## src/rtl/arm_pipelined_fetch_unit.sv

```systemverilog
`default_nettype none
// ============================================================================
// Module      : arm_pipelined_fetch_unit
// Description : Pipelined instruction fetch front end. Issues word-aligned
//               fetch requests under a credit limit, buffers in-order memory
//               responses with their addresses, presents them to decode, and
//               flushes/drains outstanding requests on an execute redirect.
// Revision    : 1.0 - initial release
// ============================================================================
module arm_pipelined_fetch_unit #(
  parameter int unsigned         BusWidth    = 32,
  parameter int unsigned         QueueDepth  = 2,
  parameter logic [BusWidth-1:0] ResetVector = BusWidth'(32'h0000_0000)
) (
  input  logic                clk,
  input  logic                reset_n,
  output logic                IMemReq,
  output logic [BusWidth-1:0] IMemAddr,
  input  logic                IMemGnt,
  input  logic                IMemRValid,
  input  logic [BusWidth-1:0] IMemRData,
  input  logic                StallD,
  input  logic                RedirectE,
  input  logic [BusWidth-1:0] BranchTargetE,
  output logic [BusWidth-1:0] InstrD,
  output logic [BusWidth-1:0] PCD,
  output logic [BusWidth-1:0] PCPlus8D,
  output logic                ValidD
);

  localparam int unsigned      CNT_W    = $clog2(QueueDepth + 1);
  localparam int unsigned      PTR_W    = (QueueDepth > 1) ? $clog2(QueueDepth) : 1;
  localparam logic [CNT_W:0]   DEPTH_C  = (CNT_W + 1)'(QueueDepth);
  localparam logic [PTR_W-1:0] LAST_PTR = PTR_W'(QueueDepth - 1);

  typedef enum logic [0:0] {
    FETCH = 1'b0,
    DRAIN = 1'b1
  } state_e;

  state_e              state_q;
  logic [BusWidth-1:0] pc_q;
  logic [BusWidth-1:0] rsp_pc_q;
  logic [CNT_W-1:0]    inflight_q, inflight_d;
  logic [CNT_W-1:0]    stale_q, stale_d;
  logic [CNT_W-1:0]    count_q, count_d;
  logic [PTR_W-1:0]    head_q, tail_q;
  logic [BusWidth-1:0] instr_q [QueueDepth];
  logic [BusWidth-1:0] addr_q  [QueueDepth];

  logic                rsp_stale;
  logic                rsp_live;
  logic                deq;
  logic                enq;
  logic                grant;
  logic [CNT_W:0]      occupancy;
  logic [BusWidth-1:0] target_aligned;

  function automatic logic [PTR_W-1:0] next_ptr(input logic [PTR_W-1:0] p);
    return (p == LAST_PTR) ? '0 : p + PTR_W'(1);
  endfunction

  assign target_aligned = BranchTargetE & ~BusWidth'(3);

  // Response classification, credit check and next-state counter values.
  // Stale responses are always older than live ones, so while any stale
  // response is owed the returning word belongs to it.
  always_comb begin
    rsp_stale  = IMemRValid && (stale_q != '0);
    rsp_live   = IMemRValid && (stale_q == '0) && (inflight_q != '0);
    deq        = (count_q != '0) && !StallD && !RedirectE;
    enq        = rsp_live && !RedirectE;
    // A slot freed by this cycle's dequeue is already usable as a credit.
    occupancy  = {1'b0, inflight_q} + {1'b0, count_q} - {{CNT_W{1'b0}}, deq};
    IMemReq    = reset_n && (state_q == FETCH) && !RedirectE && (occupancy < DEPTH_C);
    grant      = IMemReq && IMemGnt;
    if (RedirectE) begin
      // Everything still owed becomes stale, minus a word returning right now.
      stale_d    = stale_q + inflight_q - CNT_W'(rsp_stale || rsp_live);
      inflight_d = '0;
    end else begin
      stale_d    = stale_q - CNT_W'(rsp_stale);
      inflight_d = inflight_q + CNT_W'(grant) - CNT_W'(rsp_live);
    end
    count_d    = RedirectE ? '0 : count_q + CNT_W'(enq) - CNT_W'(deq);
  end

  assign IMemAddr = pc_q;
  assign ValidD   = (count_q != '0);
  assign InstrD   = instr_q[head_q];
  assign PCD      = addr_q[head_q];
  assign PCPlus8D = PCD + BusWidth'(8);

  // Fetch PC: redirect overrides, otherwise advance one word per accepted request.
  always_ff @(posedge clk or negedge reset_n) begin
    if (!reset_n) begin
      pc_q <= ResetVector;
    end else if (RedirectE) begin
      pc_q <= target_aligned;
    end else if (grant) begin
      pc_q <= pc_q + BusWidth'(4);
    end
  end

  // Fetch/drain control with outstanding-request bookkeeping and the address
  // of the oldest live outstanding request.
  always_ff @(posedge clk or negedge reset_n) begin
    if (!reset_n) begin
      state_q    <= FETCH;
      inflight_q <= '0;
      stale_q    <= '0;
      rsp_pc_q   <= ResetVector;
    end else begin
      inflight_q <= inflight_d;
      stale_q    <= stale_d;
      if (RedirectE) begin
        rsp_pc_q <= target_aligned;
      end else if (rsp_live) begin
        rsp_pc_q <= rsp_pc_q + BusWidth'(4);
      end
      if (state_q == FETCH) begin
        if (RedirectE && (stale_d != '0)) begin
          state_q <= DRAIN;
        end
      end else begin
        if (stale_d == '0) begin
          state_q <= FETCH;
        end
      end
    end
  end

  // In-order instruction buffer feeding decode; a redirect empties it.
  always_ff @(posedge clk or negedge reset_n) begin
    if (!reset_n) begin
      head_q  <= '0;
      tail_q  <= '0;
      count_q <= '0;
      for (int i = 0; i < int'(QueueDepth); i++) begin
        instr_q[i] <= '0;
        addr_q[i]  <= '0;
      end
    end else begin
      count_q <= count_d;
      if (RedirectE) begin
        head_q <= '0;
        tail_q <= '0;
      end else begin
        if (deq) begin
          head_q <= next_ptr(head_q);
        end
        if (enq) begin
          instr_q[tail_q] <= IMemRData;
          addr_q[tail_q]  <= rsp_pc_q;
          tail_q          <= next_ptr(tail_q);
        end
      end
    end
  end

endmodule
`default_nettype wire
```

## config.mk

```make
export PLATFORM = sky130hd
export DESIGN_NAME = arm_pipelined_fetch_unit
export DESIGN_NICKNAME = d
export VERILOG_FILES = /design/src/rtl/arm_pipelined_fetch_unit.sv
export SDC_FILE = /design/constraint.sdc
export NUM_CORES = 1
export LEC_CHECK = 0
export CAP_MARGIN = 30
export CORE_MARGIN = 2
export CORE_UTILIZATION = 32
export CTS_CLUSTER_DIAMETER = 150
export DETAILED_ROUTE_END_ITERATION = 8
export PLACE_DENSITY = 0.53
export SLEW_MARGIN = 20
export SYNTH_ARGS = -nofsm -noshare
export SYNTH_HDL_FRONTEND = slang
export SYNTH_SLANG_ARGS = --single-unit
```

## constraint.sdc

```tcl
create_clock -name clk -period 3.2 [get_ports clk]
set_input_delay 0.48 -clock clk [delete_from_list [all_inputs] [get_ports clk]]
set_output_delay 0.48 -clock clk [all_outputs]
set_load 0.01 [all_outputs]
```

==> results.yml, run 1 <==
final_layout:
  post-route-util: 0.423
  area_delta_synth_final_pct: 30.6
  multi_input_area_mm2: 0.00507
  stdcell_area_mm2: 0.0133
  drive_above_1_share: 0.265
  diodes: 0
  finish.net_count: 1171
  seq_area_mm2: 0.00483
  fillers: 3048
clock_tree:
  cts_tree: "yes"
  cts.sinks: 193
  cts-buffers-inserted: 17
  clk_pin_slew_ns: 0.09
  cts_buffer_depth: 2
  h-tree-depth: 4
  worstSkewPairLatency_ns: 0.44
  clockRootBuffer: "clkbuf_16"
logic_synthesis:
  synth_edf_count: 0
  synth_warnings: 0
  ys_top_cells_by_area: "dfrtp_1 (47%), mux2_2 (19%), xnor2_1 (3.9%)"
  ys_seq_area_frac: 0.473
  syn_area_per_cell_um2: 11.5
  synth-main-ff-cell: "dfrtp_1"
  yosysUniqueCellTypes: 63
  yosys.area.top_type_share: 0.473
  yosys.area.top_type: "dfrtp_1"
  synth-seq-cells: 193
  synth-async-reset-ratio: 1.00
  netlist_instances: 885
  syn_area_mm2: 0.0102
setup_path:
  path_class: "reg -> out"
  worstPathArrival_ns: 2.64
  worst_r2r_endpoint: "IMemAddr[29]"
  critPathRequiredTime_ns: 2.72
  critPathLaunchType: "register"
  worstRegToRegCells: 11
  cp-end-kind: "output pin"
  reg2reg_from: "count_q[0]"
  worstPathMaxFanout: 6
  r2r_slack_ns: 0.22
route:
  via_per_inst: 4.94
  wl_per_cell_um: 17.4
  wl_um: 26200
  drcViolationCount: 0
  num_vias: 7420
  postRouteAntennaNets: 0
  dr.pass1.iters: 4
  drt_first_iter_violations: 365
timing:
  tightest_slew_ns: 0.829
  fin_crit_sh: 0.976
  fin_crit_ns: 3.12
  rsz0062_at_grt: "yes"
  max_freq_mhz: 320
  slew_violations: 0
  slew-limit-headroom: 0.447
  holdWs_ns: 0.443
  hold_viol: 0
  clock_skew_ns: 0.0172
  setup_tns_ns: 0
  setup_violations: 0
power_and_ir_drop:
  intPower_mw: 5.26
  pwr-share-seq: 0.409
  powerDensity_mw_per_mm2: 573
  p_total_mw: 7.64
  ir_worst_vdd_v: 0.000382
  clock_power_share: 0.276
  p_sw_frac: 0.312
  p_sw_mw: 2.38
  power_frac_comb: 0.315
  p_leak_nw: 5.99
global_routing:
  overflow: 0
  grt_pass1_vias: 7540
  grt_max_degree: 138
  grt_first_pass_wirelength_um: 42300
  track_usage: 0.160
  antenna_found_initial: 0
floorplanning:
  die_y_um: 183
  io_pins: 200
  start_util: 0.324
  dieArea_mm2: 0.0333
  std_cell_rows: 65
  die_x_um: 183
  core_area_mm2: 0.0315
place:
  hpwl_um: 18700
  post_dp_cell_area_mm2: 0.0127
  numPortBuffers: 191
  routabilityCongestion: 0.796
job:
  maxCapViolations: 0
min_path:
  hp-class: "in -> async"
outcome:
  status: "finished, final reports clean"
[placed cells by master (no fill, tap or decap), types with 5 or more instances in the layout]
cell             Yosys  layout
buf_12               0       6
nand2_1             72      72
nand3_1             40      40
inv_8                0       6
ha_1                12       9
and3_1               8       7
clkbuf_16            0      17
buf_2               10       6
o21ai_0             27      27
a21oi_1             12      12
buf_4               11      28
o311ai_0             7       7
nand4_1             35      35
xor2_1              27      27
nor2_1              30      27
mux2i_1             14      12
clkbuf_2             0       5
clkdlybuf4s50_1      0     164
dfrtp_1            193     192
nand4b_1             7       7
o21ai_1              6       6
dlygate4sd2_1        0      12
nor3_1              12       8
conb_1               1       6
mux2_1              15      15
mux2_2             173     172
inv_1               30      28
a31oi_1              6       6
xnor2_1             45      45
[registers in the layout, indices dropped and copies added (netlist names)]
register,flops
rsp_pc_q,30
IMemAddr,30
count_q,2
tail_q,1
state_q,1
stale_q,2
addr_q,60
instr_q,64
inflight_q,2
head_q,1
[power groups by stage]
stage               Clock [mW]  Combinational (mW)  Sequential [mW]
floorplan                    0                1.22             3.09
global placement             0                2.47             3.16
detailed placement           0                2.48             3.17
CTS                       2.19                2.44             3.13
global route              2.28                2.60             3.19
finish                    2.11                2.41             3.13
[final cells by class]
type / instances / area share
clock inverters: 14 / 0.0107
clock buffers: 18 / 0.0330
multi-input cells: 616 / 0.380
flip-flops and latches: 193 / 0.363
inverters: 32 / 0.00920
well taps: 402 / 0.0377
repair buffers: 228 / 0.166
[Yosys cell counts (all sizes together), types with 3 or more instances]
master,number
xnor2,45
or3,4
nand2b,3
buf,38
o311ai,7
and2,5
nor3,13
nor2,31
xor2,27
nand4b,7
ha,12
a21oi,13
nand3b,3
nor4,7
nand4,36
nand2,74
nand3,41
a31oi,6
mux2,189
inv,32
dfrtp,193
and3,9
nor2b,4
o21ai,34
o211ai,4
clkbuf,11
mux2i,14
[cell families (layout without fill, tap and decap cells)]
kind of cell / count (synthesis) / in the layout / synth area share
adder cells (fa/ha/maj): 13 / 13 / 0.0167
AND/OR/NAND/NOR: 244 / 244 / 0.131
buffers and inverters: 81 / 292 / 0.0446
XOR/XNOR: 72 / 72 / 0.0618
other: 1 / 6 / 0.000368
flip-flops: 193 / 193 / 0.473
AO/OA/AOI/OAI: 78 / 78 / 0.0492
multiplexers: 203 / 203 / 0.223
[through the flow]
step / setup WS, ns / instances
after detailed placement: -0.299 / 1468
after CTS: -0.0525 / 1502
after global routing: -0.0703 / 1503
after global placement: -0.292 / 1468
final: 0.0754 / 1503
after floorplan: -0.0899 / 890
[layer usage]
metal	vias up	wire, µm	part of all wire	global-route usage
li1	3548	-	-	-
met5	-	0	0	0
met2	199	11600	0.44	0.247
met3	18	1270	0.048	0.0337
met4	0	325	0.012	0.0355
met1	3655	13000	0.50	0.231
[repair_timing]
item,4_1_cts,5_1_grt
gates resized for setup,43,26
buffers inserted,1,1
endpoints found under the hold margin,10,0
hold buffers,1,0
gates cloned,0,0
setup endpoints to repair,22,22
pin swaps,1,4
[worst max-delay path by stage]
| stage | start | end | slack, ns | cells after the start |
|---|---|---|---|---|
| final | head_q | PCPlus8D[29] | 0.08 | 12 |
| after global routing | head_q | PCPlus8D[29] | -0.07 | 12 |
| after CTS | head_q | PCPlus8D[25] | -0.05 | 12 |
| after detailed placement | StallD | IMemAddr[26] | -0.30 | 11 |
| after global placement | StallD | inflight_q[1] | -0.29 | 14 |
| after floorplan | RedirectE | inflight_q[1] | -0.09 | 17 |
[worst max-delay path: stages (launching register included)]
cell	delay [ns]
dfrtp_4	0.52
mux2i_2	0.18
inv_2	0.09
ha_4	0.13
inv_1	0.06
a211oi_2	0.19
buf_4	0.14
buf_4	0.11
nand4_1	0.13
buf_6	0.18
nor3_4	0.18
xor2_1	0.15
buf_2	0.16
No activity file was read; power rests on OpenSTA's default activity.
==> run 2, diff against run 1 <==
- ABC_AREA: default -> 1
- PLACE_DENSITY: 0.53 -> 0.52
- RECOVER_POWER: default -> 100
==> run 2 against run 1 <==
The run now ends with capacitance limit, slew limit left. Design area is 9.5% higher. Synthesized cell count is 78% higher. Clock skew is 0.0079 ns lower. Setup slack worse by 0.039 ns. Die area is 10% higher. Register-to-register slack worse by 0.04 ns.
==> results.yml, run 2 <==
power_and_ir_drop:
  ir_worst_vdd_v: 0.000382
  intPower_mw: 5.06
  pwr-share-seq: 0.404
  clock_power_share: 0.287
  p_sw_frac: 0.336
  p_sw_mw: 2.57
  p_total_mw: 7.63
  p_leak_nw: 6.88
  powerDensity_mw_per_mm2: 523
  power_frac_comb: 0.310
global_routing:
  track_usage: 0.191
  grt_max_degree: 170
  top_usage_layer: "met2"
  grt_first_pass_wirelength_um: 55000
  met1_usage: 0.271
  grt_pass1_vias: 10200
  antenna_found_initial: 0
  overflow: 0
  grt_use_met3: 0.0267
  use_met2: 0.304
logic_synthesis:
  yosysUniqueCellTypes: 41
  synth_common_cells: "nand2_1 (603), dfrtp_1 (193), inv_1 (158), nor2_1 (121), o21ai_0 (120)"
  ys_seq_area_frac: 0.429
  synth-async-reset-ratio: 1.00
  ys_top_cells_by_area: "dfrtp_1 (43%), nand2_1 (20%), o21ai_0 (5.3%)"
  yosys.area.top_type_share: 0.429
  netlist_instances: 1574
  synth-main-ff-cell: "dfrtp_1"
  syn_area_per_cell_um2: 7.15
  yosysMostFrequentCell: "nand2_1"
  yosys.area.top_type: "dfrtp_1"
  synth_warnings: 0
  syn_area_mm2: 0.0113
  synth-seq-cells: 193
  synth_edf_count: 0
outcome:
  violations: "capacitance limit, slew limit"
  status: "complete, but fails checks"
setup_path:
  crit_chain: "clkinv_4 > buf_12 > buf_12 > clkbuf_2 > or2_2 > o21ai_2 > inv_1 > clkdlybuf4s50_1"
  worstPathMaxFanout: 18
  worstPathArrival_ns: 2.68
  crit_path_max_incr_delay_ns: 0.48
  critPathSlowestCell: "clkdlybuf4s50_1"
  critPathLaunchType: "register"
  crit_path_frequent_cell: "buf_12"
  cp-end-kind: "output pin"
  path_class: "reg -> out"
  critPathRequiredTime_ns: 2.72
timing:
  clock_skew_ns: 0.00929
  rsz0062_at_grt: "yes"
  fin_crit_sh: 0.989
  slew-limit-headroom: -0.125
  slew_violations: 170
  tightest_slew_ns: 1.69
  max_freq_mhz: 316
  setup_violations: 0
  fin_crit_ns: 3.16
  hold_viol: 0
clock_tree:
  cts_buffer_depth: 2
  worstSkewPairLatency_ns: 0.44
  cts.sinks: 193
  clk_pin_slew_ns: 0.08
  h-tree-depth: 4
  cts_tree: "yes"
  cts-buffers-inserted: 17
  clockRootBuffer: "clkbuf_16"
place:
  routabilityCongestion: 0.903
  hpwl_um: 25100
  post_dp_cell_area_mm2: 0.0137
  numPortBuffers: 191
final_layout:
  final_common_cell: "nand2_1"
  largest_reg_flops: 64
  stdcell_area_mm2: 0.0146
  drive_above_1_share: 0.0839
  area_delta_synth_final_pct: 29.6
  reg_top3: "instr_q x64, addr_q x60"
  diodes: 0
  regMostFlops: "instr_q"
  fillers: 3624
  finish.net_count: 1846
  final_cell_mix: "nand2_1 (597), dfrtp_1 (192), inv_1 (158), o21ai_0 (128), nor2_1 (116)"
route:
  postRouteAntennaNets: 0
  drcViolationCount: 0
  via_per_inst: 4.70
  wl_per_cell_um: 15.3
  drt_first_iter_violations: 566
  dr.pass1.iters: 5
  num_vias: 10500
  wl_um: 34200
job:
  maxCapViolations: 1
floorplanning:
  dieArea_mm2: 0.0367
  die_x_um: 192
  die_y_um: 192
  std_cell_rows: 68
  core_area_mm2: 0.0346
  io_pins: 200
  start_util: 0.325
min_path:
  hp-class: "in -> async"
run 2: metal layers:
layer	share of wire	routed length (µm)	up-vias
met5	0	0	-
met4	0.018	609	0
met3	0.046	1560	35
met2	0.45	15400	247
met1	0.49	16600	4884
li1	-	-	5320
run 2: through the flow:
step / hold WS [ns] / instances / TNS [ns] / worst slack (ns) / util
5_1_grt: 0.463 / 2231 / -2.13 / -0.108 / 0.421
2_1_floorplan: 0.184 / 1579 / 0 / 0.00921 / -
4_1_cts: 0.463 / 2223 / -0.205 / -0.0535 / 0.418
6_report: 0.470 / 2231 / 0 / 0.0364 / 0.421
3_5_place_dp: 0.385 / 2184 / -5.64 / -0.281 / 0.395
3_3_place_gp: 0.388 / 2184 / -4.00 / -0.264 / 0.395
run 2: final cells by class:
cell class	count	area, µm²	area share
Inverter	168	637	0.0437
Timing Repair Buffer	229	2350	0.161
Tap cell	455	569	0.0390
Sequential cell	193	4830	0.331
Clock inverter	15	174	0.0119
Multi-Input combinational cell	1154	5600	0.384
Clock buffer	17	425	0.0292
run 2: what timing repair did:
action | CTS | global route
setup endpoints to repair | 21 | 21
pin swaps | 4 | 4
hold buffers | 1 | 0
hold endpoints to repair | 24 | 0
gates resized for setup | 37 | 39
buffers inserted | 5 | 7
gates cloned | 1 | 1
run 2: logic make-up after synthesis:
kind of cell / after synthesis / synth area share
AOI/OAI and AO/OA: 232 / 0.119
xor gates and xnor gates: 43 / 0.0334
adders and majority gates: 13 / 0.0151
buffers and inverters: 232 / 0.0910
DFF: 193 / 0.429
and+or+nand+nor: 860 / 0.312
other: 1 / 0.000333
run 2: critical path: cells and delay by family, from the launching register on:
| kind | cells | cell delay (ns) |
|---|---|---|
| buffers and inverters | 6 | 1.35 |
| AOI/OAI and AO/OA | 1 | 0.10 |
| and+or+nand+nor | 1 | 0.38 |
| DFF | 1 | 0.41 |
run 2: worst paths after layout:
kind	from	endpoint	slack (ns)	cells past startpoint
worst max-delay path	head_q	PCD[31]	0.04	8
worst min-delay path	reset_n	IMemAddr[9]	0.47	2
worst max register to register	count_q[1]	IMemAddr[30]	0.18	15
worst min register to register	addr_q[31]	addr_q[31]	0.48	2
max in group asynchronous	reset_n	instr_q[62]	0.80	3
min in group clk	addr_q[31]	addr_q[31]	0.48	2
run 2: power by group through the flow:
stage	combinational, mW	sequential [mW]	clock, mW
global route	2.66	3.14	2.34
global placement	2.40	3.11	0
floorplan	1.24	3.07	0
detailed placement	2.43	3.12	0
finish	2.36	3.08	2.19
CTS	2.48	3.08	2.25
==> run 3, diff against run 2 <==
- ABC_CLOCK_PERIOD_IN_PS: default -> 3200
- SKIP_LAST_GASP: default -> 1
- SLEW_MARGIN: 20 -> default
==> run 3 against run 2 <==
The run ends with capacitance limit, slew limit, setup timing left. Utilization fell by 0.22 points. Clock-buffer cell count did not move. Global-route usage barely moved. Via count rose by 0.17%. Final cell count did not move. Sequential power barely moved.
==> results.yml, run 3 (same netlist as run 2, synthesis figures left out) <==
timing:
  fin_crit_sh: 1.00
  hold_viol: 0
  slew_violations: 170
  holdWs_ns: 0.472
  fin_crit_ns: 3.20
  slew-limit-headroom: -0.128
  setup_violations: 1
  worst_slack_ns: -0.00262
  tightest_slew_ns: 1.69
  max_freq_mhz: 312
  clock_skew_ns: 0.00921
  rsz0062_at_grt: "yes"
route:
  wl_um: 34100
  postRouteAntennaNets: 0
  drt_first_iter_violations: 669
  via_per_inst: 4.71
  wl_per_cell_um: 15.3
  dr.pass1.iters: 5
  num_vias: 10500
  drcViolationCount: 0
setup_path:
  crit_chain: "clkinv_4 > buf_4 > buf_16 > o21ai_4 > nand2_1 > inv_2 > nand2_2 > nor2_4 > nand2_1 > xnor2_1 > clkdlybuf4s50_1"
  cp-end-kind: "output pin"
  critPathSlowestCell: "clkdlybuf4s50_1"
  crit_path_frequent_cell: "nand2_1"
  worstRegToRegCells: 16
  path_class: "reg -> out"
  crit_path_max_incr_delay_ns: 0.55
  critPathRequiredTime_ns: 2.72
  worstPathArrival_ns: 2.72
  critPathLaunchType: "register"
  worstPathMaxFanout: 21
power_and_ir_drop:
  powerDensity_mw_per_mm2: 524
  ir_worst_vdd_v: 0.000381
  p_leak_nw: 6.85
place:
  dp_cells: 2184
  numPortBuffers: 191
  hpwl_um: 25100
  routabilityCongestion: 0.903
  post_dp_cell_area_mm2: 0.0137
clock_tree:
  h-tree-depth: 4
  cts-buffers-inserted: 17
  clk_pin_slew_ns: 0.07
  cts.sinks: 193
  cts_tree: "yes"
  clockRootBuffer: "clkbuf_16"
  cts_buffer_depth: 2
  worstSkewPairLatency_ns: 0.43
final_layout:
  stdcell_area_mm2: 0.0145
  largest_reg_flops: 64
  fillers: 3627
  drive_above_1_share: 0.0822
  final_cell_mix: "nand2_1 (597), dfrtp_1 (192), inv_1 (158), o21ai_0 (129), nor2_1 (118)"
  area_delta_synth_final_pct: 28.9
  reg_top3: "instr_q x64, addr_q x60"
  fin_cells: 2231
  finish.net_count: 1846
  regMostFlops: "instr_q"
  final_common_cell: "nand2_1"
  diodes: 0
global_routing:
  grt_first_pass_wirelength_um: 55000
  track_usage: 0.191
  grt_pass1_vias: 10200
  overflow: 0
  grt_max_degree: 170
  antenna_found_initial: 0
floorplanning:
  die_y_um: 192
  die_x_um: 192
  core_area_mm2: 0.0346
  start_util: 0.325
  io_pins: 200
  dieArea_mm2: 0.0367
  std_cell_rows: 68
job:
  maxCapViolations: 1
outcome:
  violations: "capacitance limit, slew limit, setup timing"
  status: "complete, but fails checks"
min_path:
  hp-class: "in -> async"
## run 3: changes by cell type in the layout (fill, tap and decap cells not counted), sizes merged, moves of 2 or more
| cell | change |
|---|---|
| buf | +3 |
| dlygate4sd3 | +6 |
| clkbuf | -2 |
| clkdlybuf4s50 | -7 |
## run 3: critical path, delay by kind of cell (launching register included)
family / cells / cell delay [ns]
AO/OA/AOI/OAI: 1 / 0.19
XOR/XNOR: 1 / 0.13
buffers and inverters: 5 / 1.08
flip-flops: 1 / 0.41
AND/OR/NAND/NOR: 4 / 0.48
## run 3: layout make-up
cell class / instances / area, µm² / area share
Clock buffer: 17 / 425 / 0.0293
Clock inverter: 15 / 174 / 0.0120
Inverter: 168 / 636 / 0.0438
Multi-Input combinational cell: 1154 / 5570 / 0.384
Sequential cell: 193 / 4830 / 0.333
Tap cell: 455 / 569 / 0.0392
Timing Repair Buffer: 229 / 2310 / 0.159
## run 3: per-layer routing
layer	wire (µm)	track usage
met5	0	0
met4	608	0.0533
met3	1580	0.0269
met2	15400	0.304
met1	16500	0.272
## run 3: metrics by stage
step	utilization	power [mW]	TNS, ns	worst slack, ns
final	0.419	7.60	-0.00262	-0.00262
after global routing	0.419	8.11	-3.57	-0.172
after CTS	0.418	7.81	-0.724	-0.106
after detailed placement	0.395	5.55	-5.64	-0.281
after global placement	0.395	5.51	-4.00	-0.264
after floorplan	-	4.31	0	0.00921
## run 3: final timing paths
check / slack [ns] / endpoint / start
min in group clk: 0.48 / addr_q[31] / addr_q[31]
max: -0.003 / PCPlus8D[19] / head_q
min reg2reg: 0.48 / addr_q[31] / addr_q[31]
max in group asynchronous: 0.80 / instr_q[62] / reset_n
min: 0.47 / IMemAddr[9] / reset_n
max reg2reg: 0.05 / IMemAddr[29] / count_q[1]
## run 3: power by group
group          total, mW  internal (mW)  leakage, nW  switching (mW)
registers           3.08           2.79         2.55           0.290
clock network       2.18           1.17        0.287            1.01
logic               2.33           1.07         4.02            1.26
## run 3: repair_timing
action,CTS,global route
gates cloned,1,0
setup endpoints to repair,21,22
hold buffers,1,0
pin swaps,2,10
resized for setup,26,49
endpoints found under the hold margin,24,0
buffers inserted,5,8
